==> config.mk <==
export PLATFORM = sky130hd
export DESIGN_NAME = latch_write_arbiter_flat
export DESIGN_NICKNAME = d
export VERILOG_FILES = /design/src/rtl/latch_write_arbiter_pkg.sv /design/src/rtl/latch_write_arbiter_if.sv /design/src/rtl/latch_write_arbiter_rr_arbiter.sv /design/src/rtl/latch_write_arbiter.sv /design/src/flat_wrapper.sv
export SDC_FILE = /design/constraint.sdc
export NUM_CORES = 1
export LEC_CHECK = 0
export CAP_MARGIN = 20
export CORE_UTILIZATION = 50
export CTS_CLUSTER_DIAMETER = 200
export DETAILED_ROUTE_END_ITERATION = 8
export PLACE_DENSITY = 0.86
export SLEW_MARGIN = 20
export SYNTH_ARGS = -nofsm -noshare
export SYNTH_HDL_FRONTEND = slang
export SYNTH_SLANG_ARGS = --single-unit
==> constraint.sdc <==
create_clock -name clk -period 5.9 [get_ports clk]
set_input_delay 1.18 -clock clk [delete_from_list [all_inputs] [get_ports clk]]
set_output_delay 1.18 -clock clk [all_outputs]
set_load 0.03 [all_outputs]
==> src/rtl/latch_write_arbiter_pkg.sv <==
// Shared types and sizing helpers for the latch write arbiter.
//   state_t  : sequencer states (IDLE, SETUP, PULSE, HOLD)
//   aw_of    : address/index width for a count of items, never below 1
//   cnt_w_of : phase down-counter width for given SETUP/PULSE/HOLD lengths
//   CNT_W    : counter width for the default phase lengths (1/2/1)
package latch_ctrl_pkg;

    typedef enum logic [1:0] {
        IDLE  = 2'd0,
        SETUP = 2'd1,
        PULSE = 2'd2,
        HOLD  = 2'd3
    } state_t;

    function automatic int aw_of(input int n);
        return (n <= 1) ? 1 : $clog2(n);
    endfunction

    function automatic int cnt_w_of(input int s, input int p, input int h);
        int m;
        m = s;
        if (p > m) m = p;
        if (h > m) m = h;
        return $clog2(m + 1);
    endfunction

    localparam int CNT_W = cnt_w_of(1, 2, 1);

endpackage

==> src/rtl/latch_write_arbiter_if.sv <==
// Requester / latch-bank bundle for the latch write arbiter.
//   req, reqAddr, reqData    : requester side, slice i belongs to requester i
//   gnt, err                 : one-cycle completion pulses back to requesters
//   latchEn, latchD          : one-hot enables and shared data to the latch bank
//   busy                     : sequencer not idle
// modport slave  : the arbiter
// modport master : the requesting logic / environment
interface latch_write_arbiter_if
    import latch_ctrl_pkg::*;
#(
    parameter int N_REQ   = 4,
    parameter int WIDTH   = 8,
    parameter int N_ENTRY = 4,
    parameter int AW      = aw_of(N_ENTRY)
) ();

    logic [N_REQ-1:0]       req;
    logic [N_REQ*AW-1:0]    reqAddr;
    logic [N_REQ*WIDTH-1:0] reqData;
    logic [N_REQ-1:0]       gnt;
    logic                   err;
    logic [N_ENTRY-1:0]     latchEn;
    logic [WIDTH-1:0]       latchD;
    logic                   busy;

    modport slave (
        input  req, reqAddr, reqData,
        output gnt, err, latchEn, latchD, busy
    );

    modport master (
        output req, reqAddr, reqData,
        input  gnt, err, latchEn, latchD, busy
    );

endinterface

==> src/rtl/latch_write_arbiter_rr_arbiter.sv <==
// Combinational round-robin selector.
//   req         : request vector
//   last_winner : index of the previous winner; search starts one above it
//   gnt_oh      : one-hot selected requester (0 when nothing requested)
//   gnt_idx     : index of the selected requester
//   gnt_vld     : at least one request present
module rr_arbiter
    import latch_ctrl_pkg::*;
#(
    parameter int N_REQ = 4,
    localparam int IW   = aw_of(N_REQ)
) (
    input  logic [N_REQ-1:0] req,
    input  logic [IW-1:0]    last_winner,
    output logic [N_REQ-1:0] gnt_oh,
    output logic [IW-1:0]    gnt_idx,
    output logic             gnt_vld
);

    logic [IW-1:0] cand;

    // Walk k = 1..N_REQ so the previous winner is considered last.
    always_comb begin
        gnt_oh  = '0;
        gnt_idx = '0;
        gnt_vld = 1'b0;
        cand    = '0;
        for (int k = 1; k <= N_REQ; k++) begin
            cand = IW'((int'(last_winner) + k) % N_REQ);
            if (!gnt_vld && req[cand]) begin
                gnt_vld      = 1'b1;
                gnt_idx      = cand;
                gnt_oh[cand] = 1'b1;
            end
        end
    end

endmodule

==> src/rtl/latch_write_arbiter.sv <==
// Round-robin write sequencer for a shared bank of level-sensitive latches.
// Each accepted write runs SETUP -> PULSE -> HOLD so latchD is stable around
// the enable window.
//   clk   : system clock, rising edge
//   rst_n : asynchronous active-low reset
//   bus   : latch_write_arbiter_if.slave (requests in, gnt/err/latch bank out)
//
// state | meaning
// ------+--------------------------------------------------------------
// IDLE  | waiting; accepts the round-robin winner and captures addr/data
// SETUP | data driven, enables low, SETUP_CYC cycles
// PULSE | latchEn[addr] high (unless addr out of range), PULSE_CYC cycles
// HOLD  | data still driven, enables low, HOLD_CYC cycles; gnt in last one
module latch_write_arbiter
    import latch_ctrl_pkg::*;
#(
    parameter int N_REQ     = 4,
    parameter int WIDTH     = 8,
    parameter int N_ENTRY   = 4,
    parameter int SETUP_CYC = 1,
    parameter int PULSE_CYC = 2,
    parameter int HOLD_CYC  = 1,
    parameter int AW        = aw_of(N_ENTRY)
) (
    input  logic clk,
    input  logic rst_n,
    latch_write_arbiter_if.slave bus
);

    localparam int IW = aw_of(N_REQ);
    localparam int CW = cnt_w_of(SETUP_CYC, PULSE_CYC, HOLD_CYC);

    localparam logic [CW-1:0] LD_SETUP = CW'(SETUP_CYC - 1);
    localparam logic [CW-1:0] LD_PULSE = CW'(PULSE_CYC - 1);
    localparam logic [CW-1:0] LD_HOLD  = CW'(HOLD_CYC - 1);

    state_t            state_q, state_d;
    logic [CW-1:0]     cnt_q, cnt_d;
    logic              accept;

    logic [N_REQ-1:0]  arb_oh;
    logic [IW-1:0]     arb_idx;
    logic              arb_vld;

    logic [IW-1:0]     last_q;
    logic [N_REQ-1:0]  win_oh_q;
    logic [AW-1:0]     addr_q;
    logic [WIDTH-1:0]  data_q;

    logic [N_REQ-1:0]   gnt_d,   gnt_q;
    logic               err_d,   err_q;
    logic [N_ENTRY-1:0] en_d,    en_q;
    logic               busy_d,  busy_q;
    logic               addr_ok;
    logic               last_hold;

    rr_arbiter #(.N_REQ(N_REQ)) u_arb (
        .req         (bus.req),
        .last_winner (last_q),
        .gnt_oh      (arb_oh),
        .gnt_idx     (arb_idx),
        .gnt_vld     (arb_vld)
    );

    // State register and phase down-counter.
    always_ff @(posedge clk or negedge rst_n) begin
        if (!rst_n) begin
            state_q <= IDLE;
            cnt_q   <= '0;
        end else begin
            state_q <= state_d;
            cnt_q   <= cnt_d;
        end
    end

    // Next state: counter is loaded with length-1 on entry, phase ends at 0.
    always_comb begin
        state_d = state_q;
        cnt_d   = cnt_q;
        accept  = 1'b0;
        case (state_q)
            IDLE: begin
                if (arb_vld) begin
                    state_d = SETUP;
                    cnt_d   = LD_SETUP;
                    accept  = 1'b1;
                end
            end
            SETUP: begin
                if (cnt_q == '0) begin
                    state_d = PULSE;
                    cnt_d   = LD_PULSE;
                end else begin
                    cnt_d = cnt_q - 1'b1;
                end
            end
            PULSE: begin
                if (cnt_q == '0) begin
                    state_d = HOLD;
                    cnt_d   = LD_HOLD;
                end else begin
                    cnt_d = cnt_q - 1'b1;
                end
            end
            HOLD: begin
                if (cnt_q == '0) begin
                    state_d = IDLE;
                    cnt_d   = '0;
                end else begin
                    cnt_d = cnt_q - 1'b1;
                end
            end
            default: begin
                state_d = IDLE;
                cnt_d   = '0;
            end
        endcase
    end

    // Outputs are decoded from the next state so the registered copies line
    // up exactly with the state they belong to. addr_q is already stable by
    // the time PULSE is entered, since capture happens on IDLE->SETUP.
    always_comb begin
        en_d      = '0;
        addr_ok   = (int'(addr_q) < N_ENTRY);
        last_hold = (state_d == HOLD) && (cnt_d == '0);
        for (int e = 0; e < N_ENTRY; e++) begin
            en_d[e] = (state_d == PULSE) && (addr_q == AW'(e));
        end
        gnt_d  = last_hold ? win_oh_q : '0;
        err_d  = last_hold && !addr_ok;
        busy_d = (state_d != IDLE);
    end

    // Capture registers and registered outputs.
    always_ff @(posedge clk or negedge rst_n) begin
        if (!rst_n) begin
            last_q   <= IW'(N_REQ - 1);
            win_oh_q <= '0;
            addr_q   <= '0;
            data_q   <= '0;
            gnt_q    <= '0;
            err_q    <= 1'b0;
            en_q     <= '0;
            busy_q   <= 1'b0;
        end else begin
            if (accept) begin
                last_q   <= arb_idx;
                win_oh_q <= arb_oh;
                addr_q   <= bus.reqAddr[int'(arb_idx)*AW +: AW];
                data_q   <= bus.reqData[int'(arb_idx)*WIDTH +: WIDTH];
            end
            gnt_q  <= gnt_d;
            err_q  <= err_d;
            en_q   <= en_d;
            busy_q <= busy_d;
        end
    end

    assign bus.gnt     = gnt_q;
    assign bus.err     = err_q;
    assign bus.latchEn = en_q;
    assign bus.latchD  = data_q;
    assign bus.busy    = busy_q;

endmodule

==> src/flat_wrapper.sv <==
// flat-port wrapper written by rule: the top's interface ports become plain ports
module latch_write_arbiter_flat import latch_ctrl_pkg::*;
#(
    parameter int N_REQ     = 4,
    parameter int WIDTH     = 8,
    parameter int N_ENTRY   = 4,
    parameter int SETUP_CYC = 1,
    parameter int PULSE_CYC = 2,
    parameter int HOLD_CYC  = 1,
    parameter int AW        = aw_of(N_ENTRY)
)
  (clk, rst_n, bus_req, bus_reqAddr, bus_reqData, bus_gnt, bus_err, bus_latchEn, bus_latchD, bus_busy);
  latch_write_arbiter_if #(.N_REQ(N_REQ), .WIDTH(WIDTH), .N_ENTRY(N_ENTRY), .AW(AW)) bus_i ();
  input  logic clk;
  input  logic rst_n;
  input wire logic [$bits(bus_i.req)-1:0] bus_req;
  input wire logic [$bits(bus_i.reqAddr)-1:0] bus_reqAddr;
  input wire logic [$bits(bus_i.reqData)-1:0] bus_reqData;
  output wire logic [$bits(bus_i.gnt)-1:0] bus_gnt;
  output wire logic [$bits(bus_i.err)-1:0] bus_err;
  output wire logic [$bits(bus_i.latchEn)-1:0] bus_latchEn;
  output wire logic [$bits(bus_i.latchD)-1:0] bus_latchD;
  output wire logic [$bits(bus_i.busy)-1:0] bus_busy;
  assign bus_i.req = bus_req;
  assign bus_i.reqAddr = bus_reqAddr;
  assign bus_i.reqData = bus_reqData;
  assign bus_gnt = bus_i.gnt;
  assign bus_err = bus_i.err;
  assign bus_latchEn = bus_i.latchEn;
  assign bus_latchD = bus_i.latchD;
  assign bus_busy = bus_i.busy;
  latch_write_arbiter #(.N_REQ(N_REQ), .WIDTH(WIDTH), .N_ENTRY(N_ENTRY), .SETUP_CYC(SETUP_CYC), .PULSE_CYC(PULSE_CYC), .HOLD_CYC(HOLD_CYC), .AW(AW)) u_core (.clk(clk), .rst_n(rst_n), .bus(bus_i));
endmodule
After elaboration in Yosys (flattened, before gate mapping) --
Index checks and enable logic that the tools add are counted.
Storage, ports and cells: word-level logic and storage cells 96, register bits after elaboration 29, output and inout bits 18, bits of input ports 46
Cells by class: reductions and logical operators 21, add/sub/neg operators 5, shift-type cells 2, multiplexer cells 40, equality and inequality tests 8, $lt $le $gt $ge 8, bitwise gates (word level) 3
Operators by type and width (number):
- $shiftx 32x6->8 | 1
- $mux 2 | 11
- $mux 4 | 5
- $mux 1 | 14
- $eq 2x2->1 const B | 6
- $logic_and 1x1->1 | 12
- $lt 2x3->1 const B | 4
- $or 4x4->4 | 3
- $bmux 1 s2 | 4
- $demux 1 s2 | 4
- $ge 2x1->1 const B | 4
- $logic_not 2->1 | 4
- $pmux 2 s4 | 1
- $shiftx 8x4->2 | 1
- $pmux 2 s3 | 1
- $add 2x1->2 const B | 2
- $add 2x2->2 const B | 2
- $eq 2x1->1 const B | 2
- $logic_not 1->1 | 3
- $reduce_bool 2->1 | 1
- $reduce_or 2->1 | 1
- $sub 2x1->2 const B | 1

Longest topological paths before layout --
Gate-level depths: netlist (run 1).
depth in word-level cells 18, mapped depth 11, depth with buffers taken out 7

By module --
Synthesis (run 1) repeated with hierarchy kept, for this count alone.
Second synthesis, totals: cells, all modules 178, area, all modules 2000.7 um^2
Modules (own cells, without submodules):
- latch_write_arbiter | area an instance 1371.3 um^2, times used 1, cells each 92, seq. area each 728.2 um^2
- rr_arbiter | area an instance 629.4 um^2, times used 1, cells each 86, seq. area each 0.0 um^2

Worst setup path before layout (run 1) --
No wires, ideal clock.
path type register -> register, from register u_core.last_q[0], to register u_core.data_q[7] (netlist: u_core.bus.latchD[7]), data required time 5.806 ns, clock period less this slack 2.834 ns, stages on the path, launching flop included 12, path buffers 4, setup slack 3.066 ns, setup time 0.094 ns, data arrival time 2.741 ns, cell sequence dfstp_2 buf_6 buf_2 inv_1 ha_1 buf_2 mux2_2 a211oi_1 a22oi_2 buf_4 mux2i_1 a221oi_2
Between the ends: longest elaborated chain between the ends 15, elaborated cells on any way between the ends 29, those cells by class add/sub (4); shift (1); mux (18); reduce/logical (6)
RTL lines:
- from (decl) | line latch_write_arbiter.sv:45 | logic [IW-1:0] last_q;
- from (signal assigned) | line latch_write_arbiter.sv:138 | last_q <= IW'(N_REQ - 1);
- from (signal assigned) | line latch_write_arbiter.sv:148 | last_q <= arb_idx;
- branches (longest 15 deep; another with $add 2x1->2)
- to (signal assigned) | line latch_write_arbiter.sv:151 | data_q <= bus.reqData[int'(arb_idx)*WIDTH +: WIDTH];
- to (decl) | line latch_write_arbiter.sv:48 | logic [WIDTH-1:0] data_q;
Several ways; the timed one is not identified. The select of a mux whose other input is x is not followed. A chain may end at the register's enable or synchronous reset.

Worst setup path after layout (run 1) --
from input port bus_req[1], to register u_core.data_q[6] (netlist: u_core.bus.latchD[6])
Between the ends: longest elaborated chain between the ends 14, elaborated cells on any way between the ends 25, those cells by class shift (1); mux (18); reduce/logical (6)
RTL lines:
- from (decl) | line flat_wrapper.sv:16 | input wire logic [$bits(bus_i.req)-1:0] bus_req;
- branches (longest 14 deep; another with $bmux 1 s2)
Several ways; the timed one is not identified. The select of a mux whose other input is x is not followed.

==> results of run 1 <==
==> flip-flops by register name, summed over array words and instances, names as in the netlist <==
| name | count |
|---|---|
| u_core.bus.latchD | 8 |
| u_core.bus.gnt | 4 |
| u_core.bus.latchEn | 4 |
| u_core.win_oh_q | 4 |
| u_core.addr_q | 2 |
| u_core.cnt_q | 2 |
| u_core.last_q | 2 |
| u_core.state_q | 2 |
| u_core.bus.busy | 1 |
==> cell families (layout without fill, tap and decap cells) <==
logic type      count (synthesis)  count (layout)  share of synthesized area, %
compound gates                 39              39                          19.0
xor+xnor                        3               3                          1.35
fa+ha+maj                       8               8                          5.13
buf+inv                        19              77                          5.38
flops                          29              29                          37.3
mux                            27              27                          16.1
other cells                     1               1                         0.192
simple gates                   56              56                          15.6
==> cell usage after synthesis, drive strengths merged <==
master / number
dfrtp: 27
mux2i: 22
a221oi: 14
nor2: 14
buf: 9
nor3: 9
ha: 8
clkbuf: 7
nor2b: 7
a221o: 5
and2: 5
nand2: 5
o21ai: 5
a211oi: 3
a21oi: 3
inv: 3
mux4: 3
a21o: 2
and3: 2
dfstp: 2
mux2: 2
nand2b: 2
nor3b: 2
nor4: 2
or3b: 2
xnor2: 2
a211o: 1
a21boi: 1
a22oi: 1
conb: 1
nand3: 1
nand3b: 1
nand4: 1
nor4b: 1
nor4bb: 1
o211ai: 1
o21a: 1
o21bai: 1
o22ai: 1
or2: 1
xor2: 1
==> critical path, cell delays in order <==
cell and delay, ns:
clkdlybuf4s50_1 0.64, and2_0 0.27, a221o_1 0.35, a22oi_2 0.14, buf_4 0.34, mux2i_1 0.31
a221oi_2 0.10
==> final timing paths <==
| kind | startpoint | endpoint | slack (ns) | cells after the start |
|---|---|---|---|---|
| setup reg to reg | u_core.last_q[0] | u_core.bus.latchD[6] | 2.75 | 8 |
| hold / removal | u_core.win_oh_q[0] | u_core.bus.gnt[0] | 0.49 | 1 |
| setup / recovery | bus_req[1] | u_core.bus.latchD[6] | 2.69 | 7 |
| min in group asynchronous | rst_n | u_core.bus.gnt[1] | 1.27 | 2 |
| hold reg to reg | u_core.win_oh_q[0] | u_core.bus.gnt[0] | 0.49 | 1 |
| max in group asynchronous | rst_n | u_core.last_q[0] | 4.30 | 2 |
==> layer usage <==
metal / GRT usage [%] / routed length (µm)
met1: 30.2 / 1920
met5: 0 / 0
met4: 13.6 / 172
met3: 5.46 / 141
met2: 37.0 / 2320
==> placed cells by master, fill, tap and decap left out, types with 2 or more instances in the layout <==
master	n
and2_1	4
nor2_1	14
a211oi_1	3
a221oi_1	4
a221oi_2	10
nor2b_1	7
xnor2_1	2
buf_4	4
a21o_1	2
nor3_1	9
dfrtp_1	27
a21oi_1	3
inv_1	3
mux2i_1	22
mux4_2	2
dfstp_2	2
o21ai_0	5
ha_1	8
and3_1	2
a221o_1	5
nand2_1	5
clkdlybuf4s50_1	62
nor3b_1	2
nand2b_1	2
clkbuf_8	7
mux2_2	2
==> metrics by stage <==
step | setup WS [ns] | utilization [%] | hold slack (ns)
finish | 2.69 | 72.1 | 0.493
global route | 2.50 | 72.1 | 0.511
CTS | 2.69 | 72.1 | 0.499
detailed placement | 2.42 | 69.3 | 0.487
global placement | 2.49 | 69.3 | 0.474
floorplan | 3.07 | - | 0.454
==> where the power goes <==
| group | total [W] | switching, W | internal [W] |
|---|---|---|---|
| combinational | 0.000858 | 0.000446 | 0.000412 |
| clock | 0.000179 | 0.0000741 | 0.000105 |
| sequential | 0.000385 | 0.0000945 | 0.000291 |
==> cell type report <==
| type | instances | share of cell area [%] |
|---|---|---|
| timing repair buffer | 66 | 24.3 |
| clock buffer | 7 | 3.60 |
| tap | 48 | 2.24 |
| sequential | 29 | 27.2 |
| clock inverter | 1 | 0.187 |
| inverter | 3 | 0.421 |
| multi-input combinational | 134 | 42.1 |
==> flow_summary.ini, run 1 <==
[sta]
slew_violations = 0
setup_tns_ns = 0
rsz0062_at_grt = false
clock.fmax_mhz = 312
slew_headroom_pct = 58.6
period_share_pct = 54.4
setup_viol = 0
clock_skew_ns = 0.00676
hold_viol = 0
tightest_slew_ns = 0.621
min_period_ns = 3.21

[logic_synthesis]
synthTopCellsByArea = dfrtp_1, mux2i_1, a221oi_2
netlist_area_mm2 = 0.00195
syn_nets = 236
ys_types = 48
synth_top_cell_by_area = dfrtp_1
avgSynthCellArea_um2 = 10.7
ys_ff_latch = 29
synth_top_area_share_pct = 34.6
yosys_warnings = 0
yosysSeqAreaShare_pct = 37.3
synth_cells = 182

[layout]
layout-drive-gt1-share_pct = 13.3
num-fill-cells = 268
syn_to_final_growth_pct = 37.1
regArea_um2 = 728
multi_input_area_mm2 = 0.00113
antenna_cells = 0
finalNetCount = 293
final_cell_count_no_fill = 288
final_cell_area_mm2 = 0.00268

[drt]
post_drt_wl_per_cell_um = 15.8
drc = 0
routed_via_density = 5.66
wl_um = 4550
vias = 1631
ant_nets = 0
drt_pass1_iterations = 4
drt_iter0_markers = 121

[placement]
place_area_mm2 = 0.00258
io_buffer_count = 62
dp.cells = 280
dp_hpwl_um = 3170
place_congestion = 0.807

[floorplan]
die_h_um = 64.5
row_count = 22
die_area_mm2 = 0.00416
core-area_mm2 = 0.00372
fp.dieW_um = 64.5
start_util_pct = 52.6
io_pins = 64

[critical_path]
critical_path_arrival_ns = 3.34
crit_path_max_fanout = 20
crit_type = in -> reg
start_kind = input port
endpoint_kind = register
critical_path_required_ns = 6.04

[clock_tree]
clk_latency_ns = 0.28
cts_setup_buffers = 0
clk_pin_slew_ns = 0.06
clkSinkCount = 29
tritoncts = done
h-tree-depth = 2
cts-buffers-inserted = 5
ctsHoldBuffers = 0
cts_buffer_depth = 2
ctsResizeCount = 0
cts_root_buf = clkbuf_8

[grt]
grt_pass1_vias = 1510
grt_pass1_wl_um = 7340
overflow = 0
track_usage_pct = 23.8
grt_max_degree = 30
antenna_found_initial = 0

[power_and_ir_drop]
power.total_w = 0.00142
powerDensity_mw_per_mm2 = 531
leakagePower_nw = 1.14
peakVddDrop_v = 0.000432

[flow_run]
cap_violations = 0

[worst_hold_path]
hold_class = reg -> reg

[status]
status = finished clean
Power figures use the tool's default switching activity.
==> run 2, diff against run 1 <==
--- a/config.mk
+++ b/config.mk
@@ -6,10 +6,10 @@
 export NUM_CORES = 1
 export LEC_CHECK = 0
 export CAP_MARGIN = 20
-export CORE_UTILIZATION = 50
+export CORE_UTILIZATION = 42
 export CTS_CLUSTER_DIAMETER = 200
 export DETAILED_ROUTE_END_ITERATION = 8
-export PLACE_DENSITY = 0.86
+export PLACE_DENSITY = 0.77
 export SLEW_MARGIN = 20
 export SYNTH_ARGS = -nofsm -noshare
 export SYNTH_HDL_FRONTEND = slang
==> constraint.sdc (replaced) <==
create_clock -name clk -period 2.57 [get_ports clk]
set_input_delay 0.514 -clock clk [delete_from_list [all_inputs] [get_ports clk]]
set_output_delay 0.514 -clock clk [all_outputs]
set_load 0.03 [all_outputs]
==> run 2 against run 1 <==
Critical endpoint unchanged. Sequential power increased by 110%. Die area up 18%. Via count increased by 3.2%. Sequential cell count stayed put.
==> flow_summary.ini, run 2 (same netlist as run 1, synthesis figures left out) <==
[status]
status = finished clean

[floorplan]
start_util_pct = 44.2
core-area_mm2 = 0.00441
fp.dieW_um = 70.2
row_count = 24
die_h_um = 70.2
io_pins = 64
die_area_mm2 = 0.00493

[critical_path]
endpoint_kind = register
cpPeakStageDelay_ns = 0.54
r2r_start = u_core.last_q[1]
critical_path_required_ns = 2.75
path_delay_family = compound AO/OA/AOI/OAI gates
cp_num_buf_inv = 2
crit_type = reg -> reg
slowest_stage = dfstp_2
critical_path_arrival_ns = 2.60
worstPathCellList = inv_1 -> ha_4 -> mux2_4 -> a211oi_2 -> a22oi_2 -> buf_12 -> mux2i_1 -> a221oi_2
start_kind = register
crit_path_max_fanout = 20
critPathLaunch = u_core.last_q[1]

[drt]
post_drt_wl_per_cell_um = 15.0
routed_via_density = 5.47
vias = 1684
drt_pass1_iterations = 4
wl_um = 4610
drc = 0
ant_nets = 0
drt_iter0_markers = 48

[layout]
finalNetCount = 309
largest_reg_flops = 8
mostFrequentLayoutCell = clkdlybuf4s50_1
antenna_cells = 0
regArea_um2 = 728
num-fill-cells = 364
final_cell_count_no_fill = 308
most-common-layout-cells = clkdlybuf4s50_1, dfrtp_1, mux2i_1
multi_input_area_mm2 = 0.00120
syn_to_final_growth_pct = 51.4
layout-drive-gt1-share_pct = 23.0

[placement]
dp.cells = 299
dp_hpwl_um = 3490
place_ws_ns = -0.0233
io_buffer_count = 62
place_congestion = 0.907

[grt]
grt_pass1_vias = 1632
track_usage_pct = 20.0
antenna_found_initial = 0
grt_pass1_wl_um = 7770
overflow = 0
grt_max_degree = 30

[clock_tree]
clkSinkCount = 29
tritoncts = done
h-tree-depth = 2
cts-buffers-inserted = 5
ctsHoldBuffers = 0
cts_root_buf = clkbuf_8
clk_latency_ns = 0.28
clk_pin_slew_ns = 0.06
cts_buffer_depth = 2

[sta]
clock.fmax_mhz = 413
clock_skew_ns = 0.00881
fin_hold_ws_ns = 0.498
min_period_ns = 2.42
rsz0062_at_grt = false
setup_viol = 0
hold_viol = 0
period_share_pct = 94.2
slew_violations = 0
worst_slack_ns = 0.149

[power_and_ir_drop]
peakVddDrop_v = 0.00136
leakagePower_nw = 1.27
powerDensity_mw_per_mm2 = 1270

[flow_run]
cap_violations = 0

[worst_hold_path]
hold_class = reg -> reg
hold_start = u_core.win_oh_q[3]
run 2: cell count changes in the layout (fill, tap and decap cells not counted), moves of 2 or more:
cell / previous run / this run
a211oi_1: 3 / 1
a211oi_2: 0 / 2
a221oi_1: 4 / 0
a221oi_2: 10 / 14
buf_12: 0 / 4
buf_4: 4 / 16
bufinv_16: 0 / 2
clkbuf_8: 7 / 5
run 2: final cells by class:
| cell class | instances | share of cell area (%) |
|---|---|---|
| multi-input combinational | 134 | 40.5 |
| timing repair buffer | 82 | 27.8 |
| sequential | 29 | 24.6 |
| clock buffer | 5 | 2.33 |
| clock inverter | 3 | 2.20 |
| tap | 52 | 2.20 |
| inverter | 3 | 0.381 |
run 2: per-layer routing:
layer  part of all wire [%]  track usage (%)  routed length [µm]  vias to the layer above
met1                     45             26.3                2070                      816
met3                    2.6             3.61                 120                        6
li1                       -                -                   -                      826
met4                    1.5             6.89                  70                        0
met2                     51             33.1                2350                       36
met5                      0                0                   0                        -
run 2: final timing paths:
path                                   endpoint  slack, ns  depth (start not counted)
max reg2reg                u_core.bus.latchD[6]       0.15                          8
min reg2reg                   u_core.bus.gnt[3]       0.50                          1
max                        u_core.bus.latchD[6]       0.15                          8
min                           u_core.bus.gnt[3]       0.50                          1
max in group asynchronous      u_core.last_q[0]       1.64                          2
min in group asynchronous    u_core.win_oh_q[0]       0.61                          2
run 2: stage by stage:
step	util, %	TNS, ns	power [W]	cell area [µm²]
floorplan	-	0	0.00255	2030
global placement	63.5	0	0.00314	2800
detailed placement	63.5	-0.0522	0.00320	2800
CTS	66.5	0	0.00377	2940
global route	67.0	0	0.00403	2960
finish	67.0	0	0.00377	2960
run 2: timing repair:
item,4_1_cts,5_1_grt
buffers inserted,0,1
gates resized for setup,0,2
setup endpoints to repair,0,5
run 2: power by group:
group          leakage [nW]  internal, W  switching [W]  total (W)
logic                 0.852      0.00118        0.00122    0.00240
clock network        0.0681     0.000385       0.000171   0.000556
registers             0.350     0.000665       0.000146   0.000812
total                  1.27      0.00223        0.00154    0.00377
==> run 3, diff against run 2 <==
--- a/config.mk
+++ b/config.mk
@@ -5,7 +5,7 @@
 export SDC_FILE = /design/constraint.sdc
 export NUM_CORES = 1
 export LEC_CHECK = 0
-export CAP_MARGIN = 20
+export CORE_MARGIN = 5
 export CORE_UTILIZATION = 42
 export CTS_CLUSTER_DIAMETER = 200
 export DETAILED_ROUTE_END_ITERATION = 8
==> run 3 against run 2 <==
Cell count decreased by 0.65%. Register-to-register slack about the same. First-iteration DRC count is 27% higher. Sequential cell count unchanged. Critical path depth fell by 1. Clock power shrank 32%. Count of clock-buffer cells in the layout is 2 higher.
==> flow_summary.ini, run 3 (same netlist as run 1, synthesis figures left out) <==
[sta]
rsz0062_at_grt = false
setup_viol = 0
clock.fmax_mhz = 412
min_period_ns = 2.43
slew_violations = 0
period_share_pct = 94.4
hold_viol = 0
clock_skew_ns = 0.0110
setup_tns_ns = 0

[clock_tree]
h-tree-depth = 2
ctsResizeCount = 0
cts_setup_buffers = 0
cts_root_buf = clkbuf_8
ctsHoldBuffers = 0
cts_buffer_depth = 2
clk_latency_ns = 0.28
clk_pin_slew_ns = 0.07
tritoncts = done
cts-buffers-inserted = 5
clkSinkCount = 29

[grt]
antenna_found_initial = 0
grt_pass1_vias = 1599
track_usage_pct = 16.1
grt_pass1_wl_um = 7770
overflow = 0
grt_max_degree = 30

[drt]
drc = 0
drt_pass1_iterations = 4
ant_nets = 0
drt_iter0_markers = 61
post_drt_wl_per_cell_um = 15.6
vias = 1640
routed_via_density = 5.36
wl_um = 4760

[critical_path]
start_kind = register
critical_path_arrival_ns = 2.59
r2r_start = u_core.last_q[1]
cp.depth = 7
slowest_stage = dfstp_2
cpPeakStageDelay_ns = 0.54
r2r_end = u_core.win_oh_q[1]
critPathLaunch = u_core.last_q[1]
worstPathCellList = inv_1 -> ha_4 -> mux4_2 -> nor2b_4 -> a221oi_2 -> nor3_1 -> a221o_1
reg2reg_depth = 7
rrSetupSlack_ns = 0.14
endpoint_kind = register
critical_path_required_ns = 2.73
cp_num_buf_inv = 1
crit_path_max_fanout = 10
crit_type = reg -> reg
path_delay_family = flip-flops

[floorplan]
fp.dieW_um = 78.2
io_pins = 64
start_util_pct = 43.9
core-area_mm2 = 0.00444
row_count = 24
die_h_um = 78.2
die_area_mm2 = 0.00611

[worst_hold_path]
hold_start = u_core.addr_q[1]
whs_endpoint = u_core.bus.latchEn[1]
hold_path_depth = 1
hold_class = reg -> reg

[layout]
num-fill-cells = 385
largest_reg_flops = 8
layout-drive-gt1-share_pct = 21.3
final_cell_count_no_fill = 306
most-common-layout-cells = clkdlybuf4s50_1, dfrtp_1, mux2i_1
mostFrequentLayoutCell = clkdlybuf4s50_1
syn_to_final_growth_pct = 46.6
finalNetCount = 308
antenna_cells = 0

[power_and_ir_drop]
power.total_w = 0.00350
leakagePower_nw = 1.23
powerDensity_mw_per_mm2 = 1220
peakVddDrop_v = 0.000942

[status]
status = finished clean

[placement]
dp.cells = 299
io_buffer_count = 62
place_congestion = 0.799
dp_hpwl_um = 3760

[flow_run]
cap_violations = 0
## run 3: per-stage QoR
stage	area, µm²	setup WS [ns]	utilization [%]	hold slack, ns
2_1_floorplan	2030	0.00306	-	0.218
3_3_place_gp	2780	-0.000217	62.5	0.474
3_5_place_dp	2780	-0.0458	62.5	0.476
4_1_cts	2860	0.127	64.4	0.485
5_1_grt	2860	0.0203	64.4	0.513
6_report	2860	0.144	64.4	0.485
## run 3: worst register-to-register path: stages, from the launching register on
cell and delay, ns:
dfstp_2 0.54, inv_1 0.14, ha_4 0.38, mux4_2 0.51, nor2b_4 0.16, a221oi_2 0.23, nor3_1 0.09, a221o_1 0.27
## run 3: layout make-up
class,count,area (µm²),share of cell area (%)
timing repair buffer,81,788,27.5
multi-input combinational,134,1180,41.4
inverter,3,11.3,0.393
clock buffer,7,86.3,3.01
sequential,29,728,25.4
tap,52,65.1,2.27
## run 3: layer usage
layer / wire (µm) / up-vias / GRT usage, %
li1: - / 825 / -
met1: 2130 / 776 / 20.9
met2: 2410 / 34 / 26.6
met3: 160 / 5 / 3.20
met4: 65 / 0 / 5.77
met5: 0 / - / 0
## run 3: worst max-delay path by stage
stage	endpoint	slack (ns)
after floorplan	u_core.win_oh_q[1]	0.003
after global placement	u_core.win_oh_q[2]	-0.0002
after detailed placement	u_core.win_oh_q[3]	-0.05
after CTS	u_core.bus.latchD[6]	0.13
after global routing	u_core.win_oh_q[3]	0.02
final	u_core.win_oh_q[1]	0.14
## run 3: where the power goes
group	switching (W)	total, W	internal, W
combinational	0.00120	0.00232	0.00112
sequential	0.000135	0.000799	0.000665
clock	0.000166	0.000378	0.000212
